`config.mk`:
```
export PLATFORM = sky130hd
export DESIGN_NAME = scrambler_frame_ctrl
export DESIGN_NICKNAME = d
export VERILOG_FILES = /design/src/rtl/scrambler_frame_ctrl.sv
export SDC_FILE = /design/constraint.sdc
export NUM_CORES = 1
export LEC_CHECK = 0
export ABC_AREA = 1
export BUFFER_PORTS_ARGS = -buffer_cell sky130_fd_sc_hd__buf_2
export CAP_MARGIN = 20
export CORE_AREA = 2 2 88 90
export CTS_CLUSTER_DIAMETER = 50
export DETAILED_ROUTE_END_ITERATION = 16
export DIE_AREA = 0 0 90 92
export PLACE_DENSITY = 0.69
export SYNTH_ARGS = -nofsm -noshare
export SYNTH_HDL_FRONTEND = slang
export SYNTH_SLANG_ARGS = --single-unit
```
`constraint.sdc`:
```
create_clock -name clk -period 1.4 [get_ports clk]
set_input_delay 0.07 -clock clk [delete_from_list [all_inputs] [get_ports clk]]
set_output_delay 0.07 -clock clk [all_outputs]
set_load 0.02 [all_outputs]
```
`src/rtl/scrambler_frame_ctrl.sv`:
```
// ---------------------------------------------------------------------------
// scrambler_frame_ctrl
//
// Frame-aware front end for an external additive scrambler. The first
// HDR_WORDS words of every frame pass through unscrambled. Later words are
// sent to the scrambler and its registered result is forwarded. A one-deep
// output register decouples the upstream and downstream handshakes.
//
// Optional feature (macro SCRAM_FRAME_STATS_EN): adds the frame_cnt and
// drop_cnt statistics outputs.
//
// Ports
//   clk, rst          clock (rising edge), asynchronous active-high reset
//   s_valid/s_ready   upstream handshake; s_data, s_sof, s_eof word + framing
//   scr_data_in       word presented to the scrambler (copy of s_data)
//   scr_en / scr_rst  scrambler advance / reseed strobes
//   scr_data_out      scrambler result, valid the cycle after scr_en
//   m_valid/m_ready   downstream handshake; m_data, m_sof, m_eof word + framing
//   err               sticky protocol error (stray word or unexpected sof)
//   frame_cnt         (stats build) frames completed, wraps at 16 bits
//   drop_cnt          (stats build) stray words dropped in IDLE, wraps
// ---------------------------------------------------------------------------
module scrambler_frame_ctrl #(
    parameter int HDR_WORDS = 2
) (
    input  logic        clk,
    input  logic        rst,
    input  logic        s_valid,
    output logic        s_ready,
    input  logic [31:0] s_data,
    input  logic        s_sof,
    input  logic        s_eof,
    output logic [31:0] scr_data_in,
    output logic        scr_en,
    output logic        scr_rst,
    input  logic [31:0] scr_data_out,
    output logic        m_valid,
    output logic        m_sof,
    output logic        m_eof,
    output logic [31:0] m_data,
    input  logic        m_ready,
    output logic        err
`ifdef SCRAM_FRAME_STATS_EN
    ,
    output logic [15:0] frame_cnt,
    output logic [15:0] drop_cnt
`endif
);

    typedef enum logic [1:0] {IDLE, HDR, PAYLOAD} state_t;

    localparam logic [3:0] HDR_LAST = 4'(HDR_WORDS - 1);

    state_t      state_q, state_d;
    logic [3:0]  hdr_cnt_q, hdr_cnt_d;
    logic        m_valid_q, m_valid_d;
    logic        m_sof_q, m_sof_d;
    logic        m_eof_q, m_eof_d;
    logic [31:0] byp_q, byp_d;
    logic        pay_q, pay_d;     // output word came from the scrambler
    logic        err_q, err_d;

    logic accept;
    logic drop;

    assign s_ready     = !m_valid_q || m_ready;
    assign accept      = s_valid && s_ready;
    // A word without sof outside a frame has nowhere to go.
    assign drop        = accept && (state_q == IDLE) && !s_sof;
    assign scr_data_in = s_data;
    // An sof word is always a header word, even when it cuts into a payload.
    assign scr_en      = !rst && accept && (state_q == PAYLOAD) && !s_sof;
    // Reseed on every frame start so each payload begins from the seed.
    assign scr_rst     = rst || (accept && s_sof);

    assign m_valid = m_valid_q;
    assign m_sof   = m_sof_q;
    assign m_eof   = m_eof_q;
    // scr_data_out only moves on scr_en, which cannot fire during a stall,
    // so the payload word holds while m_valid && !m_ready.
    assign m_data  = pay_q ? scr_data_out : byp_q;
    assign err     = err_q;

    // Next-state / framing decode.
    always_comb begin
        state_d   = state_q;
        hdr_cnt_d = hdr_cnt_q;
        err_d     = err_q;
        if (accept) begin
            if (s_sof) begin
                // sof inside a frame abandons that frame and starts afresh.
                if (state_q != IDLE) err_d = 1'b1;
                hdr_cnt_d = 4'd1;
                if (s_eof) begin
                    state_d   = IDLE;
                    hdr_cnt_d = 4'd0;
                end else if (HDR_WORDS == 1) begin
                    state_d = PAYLOAD;
                end else begin
                    state_d = HDR;
                end
            end else begin
                case (state_q)
                    IDLE: err_d = 1'b1;
                    HDR: begin
                        hdr_cnt_d = hdr_cnt_q + 4'd1;
                        if (s_eof) begin
                            state_d   = IDLE;
                            hdr_cnt_d = 4'd0;
                        end else if (hdr_cnt_q == HDR_LAST) begin
                            state_d = PAYLOAD;
                        end
                    end
                    PAYLOAD: begin
                        if (s_eof) begin
                            state_d   = IDLE;
                            hdr_cnt_d = 4'd0;
                        end
                    end
                    default: begin
                        state_d   = IDLE;
                        hdr_cnt_d = 4'd0;
                    end
                endcase
            end
        end
    end

    // Output register next-state.
    always_comb begin
        m_valid_d = m_valid_q;
        m_sof_d   = m_sof_q;
        m_eof_d   = m_eof_q;
        byp_d     = byp_q;
        pay_d     = pay_q;
        if (accept && !drop) begin
            m_valid_d = 1'b1;
            m_sof_d   = s_sof;
            m_eof_d   = s_eof;
            byp_d     = s_data;
            pay_d     = scr_en;
        end else if (m_ready) begin
            m_valid_d = 1'b0;
        end
    end

    always_ff @(posedge clk or posedge rst) begin
        if (rst) begin
            state_q   <= IDLE;
            hdr_cnt_q <= 4'd0;
            m_valid_q <= 1'b0;
            m_sof_q   <= 1'b0;
            m_eof_q   <= 1'b0;
            byp_q     <= 32'd0;
            pay_q     <= 1'b0;
            err_q     <= 1'b0;
        end else begin
            state_q   <= state_d;
            hdr_cnt_q <= hdr_cnt_d;
            m_valid_q <= m_valid_d;
            m_sof_q   <= m_sof_d;
            m_eof_q   <= m_eof_d;
            byp_q     <= byp_d;
            pay_q     <= pay_d;
            err_q     <= err_d;
        end
    end

`ifdef SCRAM_FRAME_STATS_EN
    logic [15:0] frame_cnt_q, frame_cnt_d;
    logic [15:0] drop_cnt_q, drop_cnt_d;

    // A dropped stray word never completes a frame, even if it carries eof.
    always_comb begin
        frame_cnt_d = frame_cnt_q;
        drop_cnt_d  = drop_cnt_q;
        if (accept && s_eof && !drop) frame_cnt_d = frame_cnt_q + 16'd1;
        if (drop)                     drop_cnt_d  = drop_cnt_q + 16'd1;
    end

    always_ff @(posedge clk or posedge rst) begin
        if (rst) begin
            frame_cnt_q <= 16'd0;
            drop_cnt_q  <= 16'd0;
        end else begin
            frame_cnt_q <= frame_cnt_d;
            drop_cnt_q  <= drop_cnt_d;
        end
    end

    assign frame_cnt = frame_cnt_q;
    assign drop_cnt  = drop_cnt_q;
`endif

endmodule

```
==> results of run 1 <==
-- worst reg2reg max path, cell delays in order, from the launching register on --
cell	delay, ns
dfrtp_1	0.44
nor2_4	0.09
ha_4	0.16
inv_2	0.04
nand3_2	0.08
nor2_4	0.15
buf_6	0.15
nand3_2	0.07
nand2_2	0.07
nor2_1	0.04
-- synth_stat cells (all sizes together) --
cell / count / area share (%)
nand2: 89 / 15
o21ai: 68 / 15
dfrtp: 43 / 43
inv: 43 / 6.5
buf: 41 / 13
nor2: 8 / 1.5
clkbuf: 6 / 0.91
nand3: 4 / 0.81
a21oi: 3 / 0.76
ha: 3 / 1.5
nand4: 1 / 0.25
nor3: 1 / 0.20
nor3b: 1 / 0.30
o21bai: 1 / 0.30
o22ai: 1 / 0.25
-- worst max-delay path by stage --
stage                                    end  slack [ns]  cells past startpoint
floorplan              byp_q[20]$_DFFE_PP0P_        0.11                      6
global placement    hdr_cnt_q[2]$_DFFE_PP0P_        0.07                      8
detailed placement  hdr_cnt_q[3]$_DFFE_PP0P_        0.02                      8
CTS                               m_data[10]       0.001                      3
global route        hdr_cnt_q[3]$_DFFE_PP0P_       -0.05                      9
finish              hdr_cnt_q[2]$_DFFE_PP0P_        0.01                      9
-- report_power, final --
group	internal [mW]	leakage, nW	switching (mW)
sequential	1.51	0.534	0.0973
clock	0.342	0.0477	0.422
combinational	0.778	1.26	1.10
total	2.63	1.85	1.62
-- routing by layer --
layer  up-vias  share of wire, %
met4         0              0.76
met2        91                52
met1      1114                42
li1       1206                 -
met5         -                 0
met3         5               5.8
-- final cells by class --
type                       instances  area [µm²]  area share [%]
clock buffer                       5        68.8            1.93
multi-input combinational        180         970            27.1
clock inverter                     3        15.0           0.420
timing repair buffer             171        1150            32.2
sequential                        43        1080            30.1
tap                              102         128            3.57
inverter                          43         165            4.62
-- sequential cells by signal, indices dropped and copies added, names as in the netlist --
| register | cells |
|---|---|
| byp_q | 32 |
| err | 1 |
| hdr_cnt_q | 4 |
| m_eof | 1 |
| m_sof | 1 |
| m_valid | 1 |
| pay_q | 1 |
| state_q | 2 |
-- cell families after synthesis --
kind of cell               count (synthesis)
buffers and inverters                     90
adders and majority gates                  3
DFF                                       43
AOI/OAI and AO/OA                         73
and+or+nand+nor                          104
-- per-stage QoR --
stage	utilization [%]	TNS (ns)
floorplan	-	0
global placement	41.3	0
detailed placement	41.3	0
CTS	44.7	0
global route	48.0	-0.533
finish	48.0	0
-- timing repair --
item	4_1_cts	5_1_grt
pin swaps	0	9
hold buffers	16	0
hold endpoints to repair	58	0
gates cloned	0	3
setup buffers	0	3
endpoints found under the setup margin	1	30
gates resized for setup	1	65
==> qor.csv, run 1 <==
metric,value,unit
outcome,"complete, no violations",
Routed WL,6.71,mm
Routed Antenna Nets,0,
routed len/inst,12.3,µm
RR Startpoint,state_q[0]$_DFFE_PP0P_,
WP buf/inv,2,
fill cell count,750,
Remaining DRCs,0,
Synth Area in Adders,1.52,%
WP data arrival,1.58,ns
post-route cell area,0.00357,mm²
vias in the first global route,2326,
WHS,0.00637,ns
initial antenna violation count,0,
placed inst area,0.00308,mm²
Via Count,2416,
# rows,32,
Max Root-Sink Buffers,2,
DRT Pass-1 Iters,4,
Worst Path Required,1.59,ns
Tot Pwr,4.25,mW
Inst Count DP,517,
Unique masters post-synth,24,
M3 GR Usage,3.20,%
P per Cell Area,1190,mW/mm²
# nets final,517,
Die ar.,0.00828,mm²
post-route worst setup slack,0.0104,ns
CTS tree,built,
"leading cell type in the layout, fill and taps excluded",buf_2,
fin crit period,1.39,ns
worst hold path depth,3,
Setup crit start kind,flip-flop,
Port Buffer Count,140,
starting density of the core,33.3,%
share of layout cells above drive strength 1,46.5,%
busiest grt layer,met2,
RSZ-0062 raised after global routing,true,
Max Cap Viol,0,
slowest CP cell,dfrtp_1,
Slew Limit Fails,0,
Final Cycle Share,99.3,%
beginning of the worst hold path,s_data[26],
Syn-to-layout area delta,44.2,%
grt met2 use,27.7,%
Worst R2R Setup Slack,0.01,ns
TritonCTS Buffers,5,
n_diodes,0,
r2r worst-path depth,9,
CP cell instances,"nor2_4, ha_4, inv_2, nand3_2, nor2_4, buf_6, nand3_2, nand2_2, nor2_1",
"commonest cells after routing, fill and taps aside","buf_2 (118), nand2_1 (72), o21ai_1 (44)",
Leakage,1.85,nW
clk slew on worst S/H paths,0.08,ns
Hold Crit Class,input pin to flip-flop,
H-tree Lvls,2,
Syn Inst Count,313,
xor and xnor area share after synthesis,0,%
crit path from,state_q[0]$_DFFE_PP0P_,
pin count of the biggest net entering global routing,53,
count of final setup violators,0,
clk_lat worst skew,0.29,ns
Yosys warning count,0,
CP top delay family,simple AND/OR/NAND/NOR gates,
Core Area,0.00745,mm²
crit path capture type,flip-flop,
die height,92,µm
end of the worst hold path,byp_q[26]$_DFFE_PP0P_,
crit path max fanout,7,
fmax,720,MHz
gpl congestion,0.798,
FF-to-FF End,hdr_cnt_q[2]$_DFFE_PP0P_,
CTS sink cnt,43,
pre-CTS WS,0.0190,ns
Top Ports,141,
HPWL Detailed,4.26,mm
root buffer selected by CTS,clkbuf_8,
"Seq/Total Area, Yosys",43.4,%
non-filler cells in the finished layout,547,
syn nets,386,
Fin Clk Skew,0.00442,ns
Slew headroom,63.4,%
Vias/cell,4.42,
syn avg cell area,7.91,µm²
WS Path Type,flip-flop to flip-flop,
die width,90,µm
Final Hold Fails,0,
Seq cells post-synth,43,
gr usage total,14.7,%
global-route wire length before repair,10.1,mm
"Cell Area, Synth",0.00248,mm²
GRT overflow,0,
Peak supply drop,0.528,mV
Simple-Gate Fraction of Synth Area,18.1,%
compound-gate portion of the synthesized area,16.6,%
main combinational cell family by area after synthesis,buffers and inverters,
mux share of post-synthesis cell area,0,%
GRT met1 Usage,16.8,%
1st-iter DRT viols,56,
CP peak stage delay,0.44,ns
Least-Margin Pin Slew,0.550,ns
Power figures use the tool's default switching activity.
==> inputs of run 2 (changes only) <==
Settings changed: CORE_AREA 2 2 88 90 to 2 2 92 85, CTS_BUF_LIST set to sky130_fd_sc_hd__clkbuf_4 sky130_fd_sc_hd__clkbuf_8, DIE_AREA 0 0 90 92 to 0 0 94 87, PLACE_DENSITY 0.69 to 0.7.
==> run 2 against run 1 <==
Net effect:
- first-iteration DRC count decreased by 54%
- die area decreased by 1.2%
- sequential power about the same
- clock power increased by 14%
- sequential share of layout area increased by 0.77 points
- final area decreased by 2.5%
- power decreased by 1.7%
- wire length decreased by 11%
- non-clock buffer count increased by 3
- global-route usage decreased by 0.57 points
- worst setup slack improved by 0.0081 ns
- largest cell class is now registers
- largest power group unchanged
==> qor.csv, run 2 (same netlist as run 1, synthesis figures left out) <==
metric,value,unit
outcome,"complete, no violations",
global-route wire length before repair,9.25,mm
die height,87,µm
Final Cycle Share,98.7,%
Max Root-Sink Buffers,2,
"leading cell type in the layout, fill and taps excluded",buf_2,
worst hold path depth,3,
Port Buffer Count,140,
P per Cell Area,1200,mW/mm²
Biggest register,byp_q,
GRT overflow,0,
r2r worst-path depth,9,
CTS tree,built,
vias in the first global route,2179,
die width,94,µm
Fin Clk Skew,0.00353,ns
WP data arrival,1.31,ns
Least-Margin Pin Slew,0.286,ns
n_diodes,0,
Worst Path Required,1.33,ns
H-tree Lvls,2,
Setup crit start kind,flip-flop,
Peak supply drop,0.492,mV
CTS sink cnt,43,
count of final setup violators,0,
Core Area,0.00732,mm²
WS Path Type,flip-flop to output pin,
fmax,724,MHz
Worst R2R Setup Slack,0.04,ns
non-filler cells in the finished layout,544,
starting density of the core,33.8,%
Leakage,1.81,nW
Slew Limit Fails,0,
Final Util,47.6,%
Via Count,2358,
DRT Pass-1 Iters,4,
share of layout cells above drive strength 1,44.4,%
Routed Antenna Nets,0,
RSZ-0062 raised after global routing,true,
Hold Crit Class,input pin to flip-flop,
routed len/inst,10.9,µm
1st-iter DRT viols,26,
Remaining DRCs,0,
TritonCTS Buffers,5,
max FFs per register,32,
Die ar.,0.00818,mm²
RR Startpoint,state_q[0]$_DFFE_PP0P_,
Slew headroom,80.9,%
crit path capture type,output pin,
Gate power share,40.9,%
crit path max fanout,33,
multi-input logic area,945,µm²
fill cell count,712,
pin count of the biggest net entering global routing,34,
"commonest cells after routing, fill and taps aside","buf_2 (138), nand2_1 (74), dfrtp_1 (42)",
HPWL Detailed,4.04,mm
clk_lat worst skew,0.29,ns
internal power of the cells,2.63,mW
# nets final,520,
Flop pwr share,38.2,%
Max Cap Viol,0,
clk slew on worst S/H paths,0.08,ns
gr usage total,14.1,%
fin crit period,1.38,ns
Sw Pwr,1.55,mW
sw frac,37.1,%
register area,0.00108,mm²
clock power share,20.9,%
Syn-to-layout area delta,40.7,%
Routed WL,5.95,mm
Inst Count DP,511,
WHS,0.00805,ns
# rows,30,
root buffer selected by CTS,clkbuf_8,
gpl congestion,0.868,
Top Registers,"byp_q (32), hdr_cnt_q (4), state_q (2)",
Top Ports,141,
beginning of the worst hold path,s_data[27],
post-route setup TNS,0,ns
FF-to-FF End,hdr_cnt_q[2]$_DFFE_PP0P_,
end of the worst hold path,byp_q[27]$_DFFE_PP0P_,
Final Hold Fails,0,
initial antenna violation count,0,
Vias/cell,4.33,
[run 2: power by group through the flow]
stage / clock, mW / sequential [mW] / combinational, mW
after floorplan: 0 / 1.63 / 1.11
after global placement: 0 / 1.62 / 1.58
after detailed placement: 0 / 1.62 / 1.61
after CTS: 0.915 / 1.60 / 1.66
after global routing: 0.957 / 1.63 / 1.89
final: 0.874 / 1.60 / 1.71
[run 2: how the worst max path moves through the flow]
stage,startpoint,to,slack (ns),depth (start not counted)
finish,pay_q$_DFFE_PP0P_,m_data[1],0.02,3
global route,state_q[0]$_DFFE_PP0P_,hdr_cnt_q[3]$_DFFE_PP0P_,-0.07,9
CTS,state_q[1]$_DFFE_PP0P_,hdr_cnt_q[3]$_DFFE_PP0P_,0.007,8
detailed placement,state_q[1]$_DFFE_PP0P_,hdr_cnt_q[3]$_DFFE_PP0P_,0.02,8
global placement,state_q[1]$_DFFE_PP0P_,hdr_cnt_q[2]$_DFFE_PP0P_,0.07,8
floorplan,m_valid$_DFFE_PP0P_,byp_q[20]$_DFFE_PP0P_,0.11,6
[run 2: stage by stage]
stage	power, mW	instance area [µm²]	worst slack, ns
after floorplan	2.74	2480	0.112
after global placement	3.20	3080	0.0723
after detailed placement	3.23	3080	0.0176
after CTS	4.18	3410	0.00671
after global routing	4.48	3480	-0.0677
final	4.18	3480	0.0185
[run 2: timing repair]
item	CTS	global route
gates resized for setup	2	23
setup buffers	0	3
setup endpoints to repair	2	17
hold buffers	22	0
pin swaps	0	8
hold endpoints to repair	64	0
gates cloned	0	0
[run 2: layer usage]
| layer | vias up | wire [µm] | global-route usage (%) |
|---|---|---|---|
| li1 | 1210 | - | - |
| met1 | 1057 | 2430 | 15.9 |
| met2 | 86 | 3130 | 27.3 |
| met3 | 5 | 351 | 2.94 |
| met4 | 0 | 48 | 3.16 |
| met5 | - | 0 | 0 |
[run 2: worst max-delay path, cell delays in order, from the launching register on]
cell and delay [ns]:
dfrtp_2 0.44, buf_12 0.17, o21ai_0 0.20, buf_2 0.20
[run 2: final cells by class]
type / instances / area share [%]
inverters: 43 / 4.74
flip-flops and latches: 43 / 30.9
well taps: 96 / 3.45
clock buffers: 8 / 2.98
multi-input cells: 180 / 27.1
repair buffers: 174 / 30.8
==> inputs of run 3 (changes only) <==
Settings changed: CTS_BUF_LIST sky130_fd_sc_hd__clkbuf_4 sky130_fd_sc_hd__clkbuf_8 to sky130_fd_sc_hd__clkbuf_16, SLEW_MARGIN set to 20.
==> run 3 against run 2 <==
Net effect:
- first-iteration DRC count grew 50%
- die area is the same
- sequential share of layout area grew 1.7 points
- wire length shrank 8.0%
- combinational power shrank 4%
- worst setup slack lost 0.0030 ns
- clock power grew 22%
- clock-buffer cell count shrank 3
==> qor.csv, run 3 (same netlist as run 1, synthesis figures left out) <==
metric,value,unit
outcome,"complete, no violations",
Top Registers,"byp_q (32), hdr_cnt_q (4), state_q (2)",
crit path max fanout,33,
Hold Crit Class,input pin to flip-flop,
Via Count,2294,
die height,87,µm
TritonCTS Buffers,5,
placed inst area,0.00308,mm²
fmax,722,MHz
Peak supply drop,0.445,mV
WP data arrival,1.31,ns
global-route wire length before repair,8.43,mm
Port Buffer Count,140,
r2r worst-path depth,9,
Max Root-Sink Buffers,2,
post-route cell area,0.00330,mm²
Leakage,1.74,nW
Die ar.,0.00818,mm²
Worst Path Required,1.33,ns
Syn-to-layout area delta,33.2,%
routed len/inst,10.5,µm
HPWL Detailed,4.04,mm
Vias/cell,4.38,
Routed WL,5.48,mm
root buffer selected by CTS,clkbuf_16,
WS Path Type,flip-flop to output pin,
vias in the first global route,1948,
max FFs per register,32,
multi-input logic area,933,µm²
# nets final,500,
n_diodes,0,
"leading cell type in the layout, fill and taps excluded",buf_2,
clock power share,24.7,%
GRT overflow,0,
1st-iter DRT viols,39,
fill cell count,741,
initial antenna violation count,0,
clk_lat worst skew,0.27,ns
Sw Pwr,1.55,mW
gr usage total,12.9,%
Final Cycle Share,98.9,%
Max Cap Viol,0,
Slew headroom,81.2,%
CTS sink cnt,43,
Biggest register,byp_q,
Final Hold Fails,0,
DRT Pass-1 Iters,4,
internal power of the cells,2.76,mW
starting density of the core,33.8,%
H-tree Lvls,2,
Fin Clk Skew,0.00265,ns
Top Ports,141,
RSZ-0062 raised after global routing,true,
Routed Antenna Nets,0,
Remaining DRCs,0,
Slew Limit Fails,0,
Core Area,0.00732,mm²
Setup crit start kind,flip-flop,
# rows,30,
fin crit period,1.38,ns
Flop pwr share,37.2,%
share of layout cells above drive strength 1,45.3,%
CTS tree,built,
"commonest cells after routing, fill and taps aside","buf_2 (139), nand2_1 (74), dfrtp_1 (42)",
gpl congestion,0.868,
die width,94,µm
register area,0.00108,mm²
WHS,0.00598,ns
worst hold path depth,3,
clk slew on worst S/H paths,0.06,ns
count of final setup violators,0,
post-route setup TNS,0,ns
P per Cell Area,1300,mW/mm²
Least-Margin Pin Slew,0.283,ns
pin count of the biggest net entering global routing,34,
Gate power share,38.1,%
sw frac,36.0,%
crit path capture type,output pin,
==> run 3: power groups by stage <==
stage	logic, mW	clock network [mW]	registers (mW)
after floorplan	1.11	0	1.63
after global placement	1.58	0	1.62
after detailed placement	1.61	0	1.62
after CTS	1.62	1.12	1.60
after global routing	1.82	1.16	1.63
final	1.64	1.07	1.60
==> run 3: worst paths after layout <==
| kind | to | start | slack [ns] |
|---|---|---|---|
| max in group asynchronous | pay_q$_DFFE_PP0P_ | rst | 0.72 |
| min in group asynchronous | m_valid$_DFFE_PP0P_ | rst | 0.45 |
| setup / recovery | m_data[0] | pay_q$_DFFE_PP0P_ | 0.02 |
| setup reg to reg | hdr_cnt_q[3]$_DFFE_PP0P_ | state_q[0]$_DFFE_PP0P_ | 0.04 |
| hold / removal | byp_q[3]$_DFFE_PP0P_ | s_data[3] | 0.006 |
| hold reg to reg | err$_DFFE_PP0P_ | err$_DFFE_PP0P_ | 0.48 |
==> run 3: worst max-delay path, cell delays in order, from the launching register on <==
cell	delay [ns]
dfrtp_2	0.44
buf_12	0.17
o21ai_0	0.22
buf_2	0.21
==> run 3: through the flow <==
stage          std cells  setup slack (ns)  util (%)  power, mW
2_1_floorplan        313             0.112         -       2.74
4_1_cts              520           0.00484      44.1       4.33
3_5_place_dp         511            0.0176      42.1       3.23
3_3_place_gp         511            0.0723      42.1       3.20
6_report             524            0.0155      45.1       4.31
5_1_grt              524           -0.0593      45.1       4.62
==> run 3: cell type report <==
type	count	share of cell area (%)
Sequential cell	43	32.6
Multi-Input combinational cell	180	28.3
Clock buffer	5	3.79
Tap cell	96	3.64
Timing Repair Buffer	154	26.3
Clock inverter	3	0.341
Inverter	43	5.00
==> run 3: repair_timing <==
action,4_1_cts,5_1_grt
endpoints found under the hold margin,43,0
endpoints found under the setup margin,0,9
hold buffers,1,0
buffers inserted,0,4
resized for setup,0,14
==> run 3: metal layers <==
metal | vias up | wire length (µm) | track usage, %
met5 | - | 0 | 0
li1 | 1176 | - | -
met2 | 91 | 2770 | 23.2
met4 | 0 | 31 | 3.16
met3 | 5 | 365 | 2.94
met1 | 1022 | 2310 | 15.6
